$ cat src/rtl/cordic_mag_stats_pkg.sv
// Shared constants and types for the CORDIC magnitude statistics slice.
// MAG_LAT is the cycle count from cordic_top x_in/y_in to r_out.
package cordic_mag_stats_pkg;

    localparam int CORDIC_D_WIDTH = 16;
    localparam int CORDIC_DELAY   = 17;
    localparam int MAG_LAT        = CORDIC_DELAY + 1;
    localparam int STATS_LEN_W    = 8;

    typedef enum logic {
        ST_IDLE = 1'b0,
        ST_ACC  = 1'b1
    } state_e;

endpackage

$ cat src/rtl/cordic_mag_stats_valid_delay.sv
// Fixed-depth 1-bit delay line that re-aligns the upstream sample-valid
// with the CORDIC magnitude output.
module valid_delay #(
    parameter int DEPTH = 18
) (
    input  logic clk,
    input  logic rst_n,
    input  logic i_valid,
    output logic o_valid
);

    logic [DEPTH-1:0] r_shift;

    generate
        if (DEPTH == 1) begin : g_one
            always_ff @(posedge clk or negedge rst_n) begin
                if (!rst_n) begin
                    r_shift <= '0;
                end else begin
                    r_shift <= i_valid;
                end
            end
        end else begin : g_many
            // NOTE: the delay line is reset so that samples in flight at reset never surface as phantom data.
            always_ff @(posedge clk or negedge rst_n) begin
                if (!rst_n) begin
                    r_shift <= '0;
                end else begin
                    r_shift <= {r_shift[DEPTH-2:0], i_valid};
                end
            end
        end
    endgenerate

    assign o_valid = r_shift[DEPTH-1];

endmodule

$ cat src/rtl/cordic_mag_stats.sv
// Reduces the cordic_top magnitude stream to per-frame peak, peak index and
// sum, published through a single-entry valid/ready result register.
module cordic_mag_stats
    import cordic_mag_stats_pkg::*;
#(
    parameter int D_WIDTH = CORDIC_D_WIDTH,
    parameter int LEN_W   = STATS_LEN_W,
    parameter int LAT     = MAG_LAT
) (
    input  logic                     clk,
    input  logic                     rst_n,
    input  logic                     s_valid,
    input  logic [D_WIDTH-1:0]       mag_in,
    input  logic [LEN_W-1:0]         frame_len,
    output logic                     res_valid,
    input  logic                     res_ready,
    output logic [D_WIDTH-1:0]       res_max,
    output logic [LEN_W-1:0]         res_max_idx,
    output logic [D_WIDTH+LEN_W-1:0] res_sum,
    output logic                     res_dropped
);

    localparam int CNT_W = LEN_W + 1;
    localparam int SUM_W = D_WIDTH + LEN_W;
    localparam logic [CNT_W-1:0] FULL_LEN = {1'b1, {LEN_W{1'b0}}};
    localparam logic [CNT_W-1:0] ONE_CNT  = CNT_W'(1);

    logic                 w_v_al;
    logic [CNT_W-1:0]     w_first_len;
    logic                 w_publish;
    logic                 w_load;

    state_e               r_state;
    state_e               w_state_nxt;
    logic [CNT_W-1:0]     r_len;
    logic [CNT_W-1:0]     w_len_nxt;
    logic [CNT_W-1:0]     r_cnt;
    logic [CNT_W-1:0]     w_cnt_nxt;
    logic [D_WIDTH-1:0]   r_max;
    logic [D_WIDTH-1:0]   w_max_nxt;
    logic [LEN_W-1:0]     r_idx;
    logic [LEN_W-1:0]     w_idx_nxt;
    logic [SUM_W-1:0]     r_sum;
    logic [SUM_W-1:0]     w_sum_nxt;

    logic                 r_res_valid;
    logic [D_WIDTH-1:0]   r_res_max;
    logic [LEN_W-1:0]     r_res_max_idx;
    logic [SUM_W-1:0]     r_res_sum;
    logic                 r_res_dropped;

    valid_delay #(
        .DEPTH   (LAT)
    ) u_valid_delay (
        .clk     (clk),
        .rst_n   (rst_n),
        .i_valid (s_valid),
        .o_valid (w_v_al)
    );

    assign w_first_len = (frame_len == '0) ? FULL_LEN : {1'b0, frame_len};

    // NOTE: every output of this block gets a default first, so no path can infer a latch.
    always_comb begin
        w_state_nxt = r_state;
        w_len_nxt   = r_len;
        w_cnt_nxt   = r_cnt;
        w_max_nxt   = r_max;
        w_idx_nxt   = r_idx;
        w_sum_nxt   = r_sum;
        w_publish   = 1'b0;
        case (r_state)
            ST_IDLE: begin
                if (w_v_al) begin
                    w_len_nxt = w_first_len;
                    w_max_nxt = mag_in;
                    w_idx_nxt = '0;
                    w_sum_nxt = SUM_W'(mag_in);
                    w_cnt_nxt = ONE_CNT;
                    if (w_first_len == ONE_CNT) begin
                        w_publish = 1'b1;
                    end else begin
                        w_state_nxt = ST_ACC;
                    end
                end
            end
            ST_ACC: begin
                if (w_v_al) begin
                    w_sum_nxt = r_sum + SUM_W'(mag_in);
                    // Strict compare keeps the first occurrence of a tied peak.
                    if (mag_in > r_max) begin
                        w_max_nxt = mag_in;
                        w_idx_nxt = r_cnt[LEN_W-1:0];
                    end
                    w_cnt_nxt = r_cnt + ONE_CNT;
                    if (w_cnt_nxt == r_len) begin
                        w_publish   = 1'b1;
                        w_state_nxt = ST_IDLE;
                    end
                end
            end
        endcase
    end

    // NOTE: sequential state is assigned with <= so every register samples pre-edge values.
    always_ff @(posedge clk or negedge rst_n) begin
        if (!rst_n) begin
            r_state <= ST_IDLE;
        end else begin
            r_state <= w_state_nxt;
        end
    end

    always_ff @(posedge clk or negedge rst_n) begin
        if (!rst_n) begin
            r_len <= '0;
            r_cnt <= '0;
            r_max <= '0;
            r_idx <= '0;
            r_sum <= '0;
        end else begin
            r_len <= w_len_nxt;
            r_cnt <= w_cnt_nxt;
            r_max <= w_max_nxt;
            r_idx <= w_idx_nxt;
            r_sum <= w_sum_nxt;
        end
    end

    // A completed frame loads only if the holding register is empty or being drained.
    assign w_load = w_publish && (!r_res_valid || res_ready);

    always_ff @(posedge clk or negedge rst_n) begin
        if (!rst_n) begin
            r_res_valid   <= 1'b0;
            r_res_max     <= '0;
            r_res_max_idx <= '0;
            r_res_sum     <= '0;
            r_res_dropped <= 1'b0;
        end else begin
            r_res_dropped <= w_publish && !w_load;
            if (w_load) begin
                r_res_valid   <= 1'b1;
                r_res_max     <= w_max_nxt;
                r_res_max_idx <= w_idx_nxt;
                r_res_sum     <= w_sum_nxt;
            end else if (res_ready) begin
                r_res_valid   <= 1'b0;
            end
        end
    end

    assign res_valid   = r_res_valid;
    assign res_max     = r_res_max;
    assign res_max_idx = r_res_max_idx;
    assign res_sum     = r_res_sum;
    assign res_dropped = r_res_dropped;

endmodule

$ cat config.mk
export PLATFORM = sky130hd
export DESIGN_NAME = cordic_mag_stats
export DESIGN_NICKNAME = d
export VERILOG_FILES = /design/src/rtl/cordic_mag_stats_pkg.sv /design/src/rtl/cordic_mag_stats_valid_delay.sv /design/src/rtl/cordic_mag_stats.sv
export SDC_FILE = /design/constraint.sdc
export NUM_CORES = 1
export LEC_CHECK = 0
export ABC_CLOCK_PERIOD_IN_PS = 3800
export CAP_MARGIN = 20
export CORE_MARGIN = 2
export CORE_UTILIZATION = 35
export CTS_CLUSTER_SIZE = 16
export DETAILED_ROUTE_END_ITERATION = 6
export SYNTH_ARGS = -nofsm -noshare
export SYNTH_HDL_FRONTEND = slang
export SYNTH_SLANG_ARGS = --single-unit
$ cat constraint.sdc
create_clock -name clk -period 3.8 [get_ports clk]
set_input_delay 0.76 -clock clk [delete_from_list [all_inputs] [get_ports clk]]
set_output_delay 0.76 -clock clk [all_outputs]
set_load 0.01 [all_outputs]
Word level (Yosys, flattened, before mapping)
Index checks and enable logic that the tools add are counted.
W data, S select, Z words.
- bits of input ports: 28
- output and inout bits: 50
- bits in registers: 135
- logic and storage cells: 56
- add/sub/neg operators: 2
- mux-type cells: 27
- $lt $le $gt $ge: 1
- bitwise operators: 1
- reduce and logical (&&, ||, !) cells: 9
- eq/ne operators: 4
- operator list (operator ; number):
    $mux W16 ; 3
    $mux W24 ; 2
    $pmux W24 S2 ; 1
    $pmux W16 S2 ; 1
    $mux W9 ; 3
    $add A24 B16 Y24 ; 1
    $mux W8 ; 3
    $pmux W9 S2 ; 1
    $gt A16 B16 Y1 ; 1
    $pmux W8 S2 ; 1
    $mux W1 ; 10
    $add A9 B1 Y9 const B ; 1
    $eq A9 B1 Y1 const B ; 1
    $eq A9 B9 Y1 ; 1
    $logic_not A8 Y1 ; 1
    $ne A2 B1 Y1 const B ; 2
    $pmux W1 S2 ; 2
    $reduce_and A2 Y1 ; 2
    $logic_and A1 B1 Y1 ; 2
    $logic_not A1 Y1 ; 2
    $reduce_bool A2 Y1 ; 1
    $logic_or A1 B1 Y1 ; 1
    $not A1 Y1 ; 1

Longest topological paths before layout
Gate-level depths: netlist of run 1.
- word-level depth: 9
- gate-level depth with buffers: 12
- depth with buffers taken out: 11

By module
Synthesis of run 1 repeated with hierarchy kept, for this count alone.
- cells, all modules: 642
- area, all modules: 6859.1 um^2
- modules (own cells, without submodules) (module ; area each (um^2) ; times used ; cells each ; sequential area each (um^2)):
    cordic_mag_stats ; 6408.6 ; 1 ; 624 ; 2927.8
    valid_delay ; 450.4 ; 1 ; 18 ; 450.4

Worst setup path after synthesis of run 1
OpenSTA, ideal clock, no wires.
- path type: in2reg
- start point: in mag_in[0]
- end point: reg r_res_sum[18] (netlist: res_sum[18])
- buffers on the path: 0
- setup slack: 0.918 ns
- data required time: 3.675 ns
- data arrival time: 2.758 ns
- library setup time: 0.125 ns
- cell stages on the path: 10
- path through: ha_1 -> inv_1 -> fa_1 -> nor2b_1 -> o2111ai_1 -> a21oi_1 -> o21ai_0 -> a31oi_1 -> o21ai_0 -> mux2_2
- cells in the longest elaborated chain, start to end: 3
- ends and longest elaborated chain (element ; RTL line ; RTL):
    start: declaration ; cordic_mag_stats.sv:13 ; input logic [D_WIDTH-1:0] mag_in,
    $add A24 B16 Y24 ; cordic_mag_stats.sv:89 ; w_sum_nxt = r_sum + SUM_W'(mag_in);
    $mux W24 ; cordic_mag_stats.sv:88 ; if (w_v_al) begin
    $pmux W24 S2 ; cordic_mag_stats.sv:72 ; case (r_state)
    via w_sum_nxt[18] ; cordic_mag_stats.sv:44 ; logic [SUM_W-1:0] w_sum_nxt;
    end signal: assignment ; cordic_mag_stats.sv:146 ; r_res_sum <= w_sum_nxt;
    end: declaration ; cordic_mag_stats.sv:49 ; logic [SUM_W-1:0] r_res_sum;
The timed path passes the listed nets, and every way through them passes these cells.
A chain may end at the register's enable or synchronous reset.

Worst setup path in the final report of run 1
Ends and elaborated chain as after synthesis.

==> out/qor.yml, run 1 <==
run_status:
  outcome: "finished clean"
die:
  row_count: 50
  die_w_um: 143
  die_area_um2: 20400
  io_pins: 78
  chipHeight_um: 143
  initial_utilization_pct: 35.8
  placeableCoreArea_um2: 18800
grt:
  maximum_number_of_pins_on_one_net_before_global_route_repair: 93
  groute.layer.met1.usage_pct: 22.0
  met2_grt_util_pct: 27.1
  gr-max-usage-layer: "met2"
  via_count_of_the_first_global_routing_pass: 5207
  global_route_wire_length_before_repair_um: 26500
  grt_overflow_total: 0
  grt_util_all_layers_pct: 16.6
  grt_antenna_before_repair: 0
  gr-usage-met3_pct: 3.89
clocking:
  cts_buf_count: 17
  cts_hold_repair.buffers: 0
  max-clock-path-buffers: 2
  total_setup_buffers_inserted_after_cts: 0
  cts.htree.levels: 4
  cts.sinks: 135
  cts_tree: "yes"
  clock_latency_ps: 420
  clock-root-buffer: "clkbuf_16"
  reg_clk_slew_reported_paths_ps: 60
  cts_resized: 0
yosys:
  synth.distinct_cells: 61
  ys_seq_elements: 135
  synth_ff_type: "dfrtp_1"
  post_synth_instance_area_um2: 6740
  synth_edf_count: 0
  synth_cells: 633
  syn_area_per_cell_um2: 10.6
  post_synth_main_area_contributors: "dfrtp_1 50%, ha_1 6.1%, mux2_2 4.8%"
  share_of_the_yosys_chip_area_belonging_to_registers_pct: 50.1
  ys_async_sr_fraction_pct: 100
  post-synth-top-area-fraction_pct: 50.1
  synthesis.yosys.warnings: 0
  yosysTopAreaCell: "dfrtp_1"
  post_synthesis_net_count: 695
cells_and_area:
  layout.cells.most_common: "dfrtp_1"
  layout_area_growth_over_synthesis_pct: 24.3
  post-route-cell-area_um2: 8380
  final_core_utilization_pct: 44.5
  layout-drive-gt1-share_pct: 12.9
  most_used_cells_in_the_layout_excluding_fill_and_tap_cells: "135 x dfrtp_1, 76 x clkdlybuf4s50_1, 69 x nand2_1"
  final_nets: 775
  diodes: 0
  final.fill_count: 1763
  regArea_um2: 3380
  post_layout_nonfiller_instances: 986
  combined_area_of_the_multi_input_logic_cells_um2: 3110
flow_run:
  maxCapViolations: 0
sta:
  worst_slew_pin_slew_ps: 879
  hold-worst-slack_ps: 257
  max_freq_mhz: 305
  finalClockSkew_ps: 6.42
  final_tns_setup_ps: 0
  slew_viol_final: 0
  setup_viol: 0
  timing.final.crit_share_pct: 86.2
  rsz0062_at_grt: "false"
  hold_viol_final: 0
  slew_headroom_pct: 41.2
  fin_crit_ps: 3280
placement:
  numPortBuffers: 77
  hpwl_um: 11300
  detailed_place.area_um2: 7790
  placed_cells_incl_taps: 954
  gp_congestion: 0.822
worst_setup_path:
  critical_path.max_stage_delay_ps: 520
  cell_chain_critical_path: "clkdlybuf4s50_1, ha_1, inv_1, fa_1, nor2b_1, o2111ai_1, a21oi_1, o21ai_0, a31oi_1, buf_4, o21ai_0, mux2_2"
  start_kind: "primary input"
  critical_path_cell_count: 12
  arrival_ps: 3580
  worstRegToRegCells: 9
  timing.critical_path.buf_inv: 3
  worstPathMaxFanout: 7
  worstSetupEndpointType: "flop"
  worstSetupPathType: "in -> reg"
  path_common_cell: "o21ai_0"
  cpMaxStageDelayCell: "clkdlybuf4s50_1"
  data_required_time_of_the_critical_path_ps: 4100
  critical_path.top_delay_family: "compound AO/OA/AOI/OAI gates"
pwr:
  power.ir.vdd_worst_v: 0.000364
  power.static_leakage_nw: 3.67
  power.density_cell_area_nw_per_um2: 799
routing:
  totalWireLength_um: 16000
  vias: 5069
  detail_route.first_pass.iterations: 7
  drt_first_iter_violations: 262
  drcViolationCount: 0
  wl_per_cell_um: 16.2
  routed_via_density: 5.14
  ant_nets: 0
min_path:
  timing.hold.worst.class: "in -> async"
-- cell usage after synthesis (2+ instances only) --
master and n:
o21a_1 6, buf_2 5, a21o_1 7, a22oi_1 3
o21ai_2 2, inv_1 25, buf_4 3, o221ai_1 4
a31oi_1 3, nor2_1 38, nor4_1 3, o2bb2ai_1 3
a22o_1 11, nor2b_1 6, a21boi_0 2, nand2_1 69
nor3_1 22, o21ai_0 31, xor2_1 13, nand3_1 15
clkinv_1 2, nand4_1 8, o22ai_1 2, and2_0 2
dfrtp_1 135, and3_1 4, mux2_4 12, o2111ai_1 2
mux2i_1 9, ha_1 33, buf_6 2, buf_1 4
nand2b_1 4, a221o_1 15, a21oi_1 47, clkbuf_1 13
xnor2_1 13, mux2_2 29, o31ai_1 4
-- worst register-to-register path: stages (launching register included) --
cell	delay [ps]
dfrtp_1	530
ha_1	460
inv_1	190
nor3_1	220
o31ai_1	110
a32oi_2	250
o21ai_2	140
nand2_2	90
buf_4	380
mux2_2	420
-- metal layers --
layer  share of wire [%]  wire, µm  vias to the layer above
li1                    -         -                     2436
met1                  47      7460                     2492
met2                  48      7610                      127
met3                 4.4       694                       14
met4                 1.2       188                        0
met5                   0         0                        -
-- cells by family (layout without fill, tap and decap cells) --
logic type | count (synthesis) | after routing | synth area share (%)
multiplexers | 50 | 50 | 8.85
AND/OR/NAND/NOR | 180 | 180 | 12.2
XOR/XNOR | 26 | 26 | 3.38
adder cells (fa/ha/maj) | 34 | 34 | 6.42
flip-flops | 135 | 135 | 50.1
AO/OA/AOI/OAI | 152 | 152 | 15.2
buffers and inverters | 56 | 149 | 3.79
-- through the flow --
stage / power [W] / setup slack, ps
floorplan: 0.00416 / 918
global placement: 0.00500 / 167
detailed placement: 0.00509 / 90.3
CTS: 0.00673 / 536
global route: 0.00718 / 335
finish: 0.00669 / 523
-- power by group --
part	leakage [nW]	switching [W]	internal (W)	total (W)
Sequential	1.54	0.000369	0.00193	0.00230
Combinational	1.86	0.00142	0.00135	0.00277
Clock	0.277	0.000682	0.000941	0.00162
-- cell type report --
type / instances / share of cell area (%)
clock buffer: 19 / 5.29
clock inverter: 13 / 1.66
inverter: 27 / 1.21
multi-input combinational: 442 / 37.1
sequential: 135 / 40.3
tap: 260 / 3.88
timing repair buffer: 90 / 10.5
-- final timing paths --
path | startpoint | slack (ps) | end
setup / recovery | mag_in[0] | 520 | res_sum[18]
hold / removal | rst_n | 260 | res_sum[3]
setup reg to reg | r_cnt[0] | 890 | res_sum[6]
hold reg to reg | u_valid_delay.r_shift[14] | 350 | u_valid_delay.r_shift[15]
max in group asynchronous | rst_n | 2720 | r_idx[7]
min in group clk | u_valid_delay.r_shift[14] | 350 | u_valid_delay.r_shift[15]
-- state kept, by name, indices dropped and copies added (netlist names), 8 cells and up --
register	count
r_idx	8
r_cnt	9
res_max	16
r_len	9
u_valid_delay.r_shift	18
res_sum	24
res_max_idx	8
r_sum	24
r_max	16
(Power assumes the default switching activity.)
==> inputs of run 2 (changes only) <==
CTS_CLUSTER_DIAMETER = 60   (was not set)
GPL_ROUTABILITY_DRIVEN = 0   (was not set)
==> out/qor.yml, run 2 (synthesized netlist as in run 1, its figures left out) <==
run_status:
  outcome: "finished clean"  # unchanged
worst_setup_path:
  worstPathMaxFanout: 14  # was 7
  data_required_time_of_the_critical_path_ps: 4160  # was 4100 ps
  timing.rr.start: "r_cnt[0]"  # unchanged
  cpMaxStageDelayCell: "nor4_1"  # was clkdlybuf4s50_1
  crit_end: "res_max[15]"  # was res_sum[18]
  timing.critical_path.buf_inv: 1  # was 3
  setup_slack_on_the_worst_flop_to_flop_path_ps: 790  # was 890 ps
  critical_path.top_delay_family: "compound AO/OA/AOI/OAI gates"  # unchanged
  critical_path.max_stage_delay_ps: 630  # was 520 ps
  cp-startpoint: "mag_in[13]"  # was mag_in[0]
  critical_path_cell_count: 9  # was 12
  worstSetupEndpointType: "flop"  # unchanged
  worstSetupPathType: "in -> reg"  # unchanged
  rr_endpoint: "res_max[2]"  # was res_sum[6]
  start_kind: "primary input"  # unchanged
  arrival_ps: 3820  # was 3580 ps
  cell_chain_critical_path: "clkdlybuf4s50_1, ha_1, nand4_1, nor4_1, a21oi_1, o21ai_2, a21o_1, a221o_1, mux2_2"  # was clkdlybuf4s50_1, ha_1, inv_1, fa_1, nor2b_1, o2111ai_1, a21oi_1, o21ai_0, a31oi_1, buf_4, o21ai_0, mux2_2
  worstRegToRegCells: 9  # unchanged
die:
  io_pins: 78  # unchanged
  chipHeight_um: 143  # unchanged
  initial_utilization_pct: 35.8  # unchanged
  row_count: 50  # unchanged
  die_w_um: 143  # unchanged
  die_area_um2: 20400  # unchanged
  placeableCoreArea_um2: 18800  # unchanged
routing:
  vias: 5051  # was 5069
  routed_via_density: 5.12  # was 5.14
  wl_per_cell_um: 16.1  # was 16.2 µm
  detail_route.first_pass.iterations: 5  # was 7
  drt_first_iter_violations: 313  # was 262
  drcViolationCount: 0  # unchanged
  totalWireLength_um: 15900  # was 16000 µm
  ant_nets: 0  # unchanged
cells_and_area:
  most_used_cells_in_the_layout_excluding_fill_and_tap_cells: "135 x dfrtp_1, 76 x clkdlybuf4s50_1, 69 x nand2_1"  # unchanged
  post_layout_nonfiller_instances: 987  # was 986
  layout-drive-gt1-share_pct: 13.2  # was 12.9%
  diodes: 0  # unchanged
  layout_area_growth_over_synthesis_pct: 24.8  # was 24.3%
  layout.cells.most_common: "dfrtp_1"  # unchanged
  final_nets: 776  # was 775
flow_run:
  maxCapViolations: 0  # unchanged
sta:
  hold_viol_final: 0  # unchanged
  setup_viol: 0  # unchanged
  max_freq_mhz: 289  # was 305 MHz
  timing.final.crit_share_pct: 91.1  # was 86.2%
  final_tns_setup_ps: 0  # unchanged
  hold-worst-slack_ps: 348  # was 257 ps
  fin_crit_ps: 3460  # was 3280 ps
  finalClockSkew_ps: 8.89  # was 6.42 ps
  rsz0062_at_grt: "false"  # unchanged
  worst_slew_pin_slew_ps: 840  # was 879 ps
  slew_viol_final: 0  # unchanged
  slew_headroom_pct: 43.8  # was 41.2%
grt:
  grt_antenna_before_repair: 0  # unchanged
  via_count_of_the_first_global_routing_pass: 5380  # was 5207
  grt_util_all_layers_pct: 16.8  # was 16.6%
  grt_overflow_total: 0  # unchanged
  global_route_wire_length_before_repair_um: 26900  # was 26500 µm
  maximum_number_of_pins_on_one_net_before_global_route_repair: 80  # was 93
clocking:
  clock-root-buffer: "clkbuf_16"  # unchanged
  cts_buf_count: 17  # unchanged
  cts_tree: "yes"  # unchanged
  max-clock-path-buffers: 2  # unchanged
  cts_hold_repair.buffers: 0  # unchanged
  total_setup_buffers_inserted_after_cts: 0  # unchanged
  clock_latency_ps: 420  # about the same
  cts_resized: 0  # unchanged
  cts.htree.levels: 4  # unchanged
  cts.sinks: 135  # unchanged
  reg_clk_slew_reported_paths_ps: 60  # about the same
pwr:
  power.density_cell_area_nw_per_um2: 804  # was 799 nW/µm²
  clock_power_share_pct: 25.0  # was 24.2%
  power.share.switching_pct: 36.4  # was 36.9%
  power.ir.vdd_worst_v: 0.000351  # was 0.000364 V
  seqPwrFrac_pct: 34.1  # was 34.4%
  power.net_switching_w: 0.00246  # was 0.00247 W
  power.static_leakage_nw: 3.70  # was 3.67 nW
  power.internal_w: 0.00430  # was 0.00422 W
  combinationalPowerShare_pct: 40.9  # was 41.4%
placement:
  placed_cells_incl_taps: 955  # was 954
  hpwl_um: 11100  # was 11300 µm
  numPortBuffers: 77  # unchanged
min_path:
  timing.hold.worst.class: "reg -> reg"  # was in -> async
-- run 2: worst register-to-register path, stage by stage, from the launching register on --
cell     delay [ps]
dfrtp_1         540
ha_1            490
inv_1           190
nor3_1          240
o31ai_1         110
a32oi_2         250
o21ai_2         150
nand2_2         100
buf_4           410
mux2_2          420
-- run 2: final cells by class --
cell class / instances / area [µm²]
flip-flops and latches: 135 / 3380
fillers: 1767 / 10400
multi-input cells: 442 / 3110
inverters: 27 / 101
repair buffers: 91 / 890
clock buffers: 19 / 453
clock inverters: 13 / 159
well taps: 260 / 325
-- run 2: worst min-delay path by stage --
stage,from,cells past startpoint,to
final,u_valid_delay.r_shift[7],0,u_valid_delay.r_shift[8]
after global routing,u_valid_delay.r_shift[7],0,u_valid_delay.r_shift[8]
after CTS,u_valid_delay.r_shift[12],0,u_valid_delay.r_shift[13]
after detailed placement,u_valid_delay.r_shift[7],0,u_valid_delay.r_shift[8]
after global placement,u_valid_delay.r_shift[13],0,u_valid_delay.r_shift[14]
after floorplan,u_valid_delay.r_shift[9],0,u_valid_delay.r_shift[10]
-- run 2: per-stage QoR --
step	setup WS (ps)	util (%)	cell area, µm²	power [W]
2_1_floorplan	918	-	6740	0.00416
3_3_place_gp	-37.6	41.4	7800	0.00499
4_1_cts	324	44.7	8410	0.00682
6_report	339	44.7	8410	0.00676
5_1_grt	93.6	44.7	8410	0.00728
3_5_place_dp	-117	41.4	7800	0.00508
-- run 2: power by group through the flow --
stage          registers [W]  logic [W]  clock network, W
3_5_place_dp         0.00232    0.00276                 0
3_3_place_gp         0.00230    0.00269                 0
6_report             0.00230    0.00277           0.00169
2_1_floorplan        0.00226    0.00190                 0
5_1_grt              0.00237    0.00311           0.00179
4_1_cts              0.00231    0.00278           0.00173
-- run 2: routing by layer --
layer  wire length [µm]  track usage (%)  vias to the layer above
met5                  0                0                        -
met2               7740             28.5                      118
li1                   -                -                     2444
met1               7320             21.4                     2477
met4                165             4.43                        0
met3                665             4.09                       12
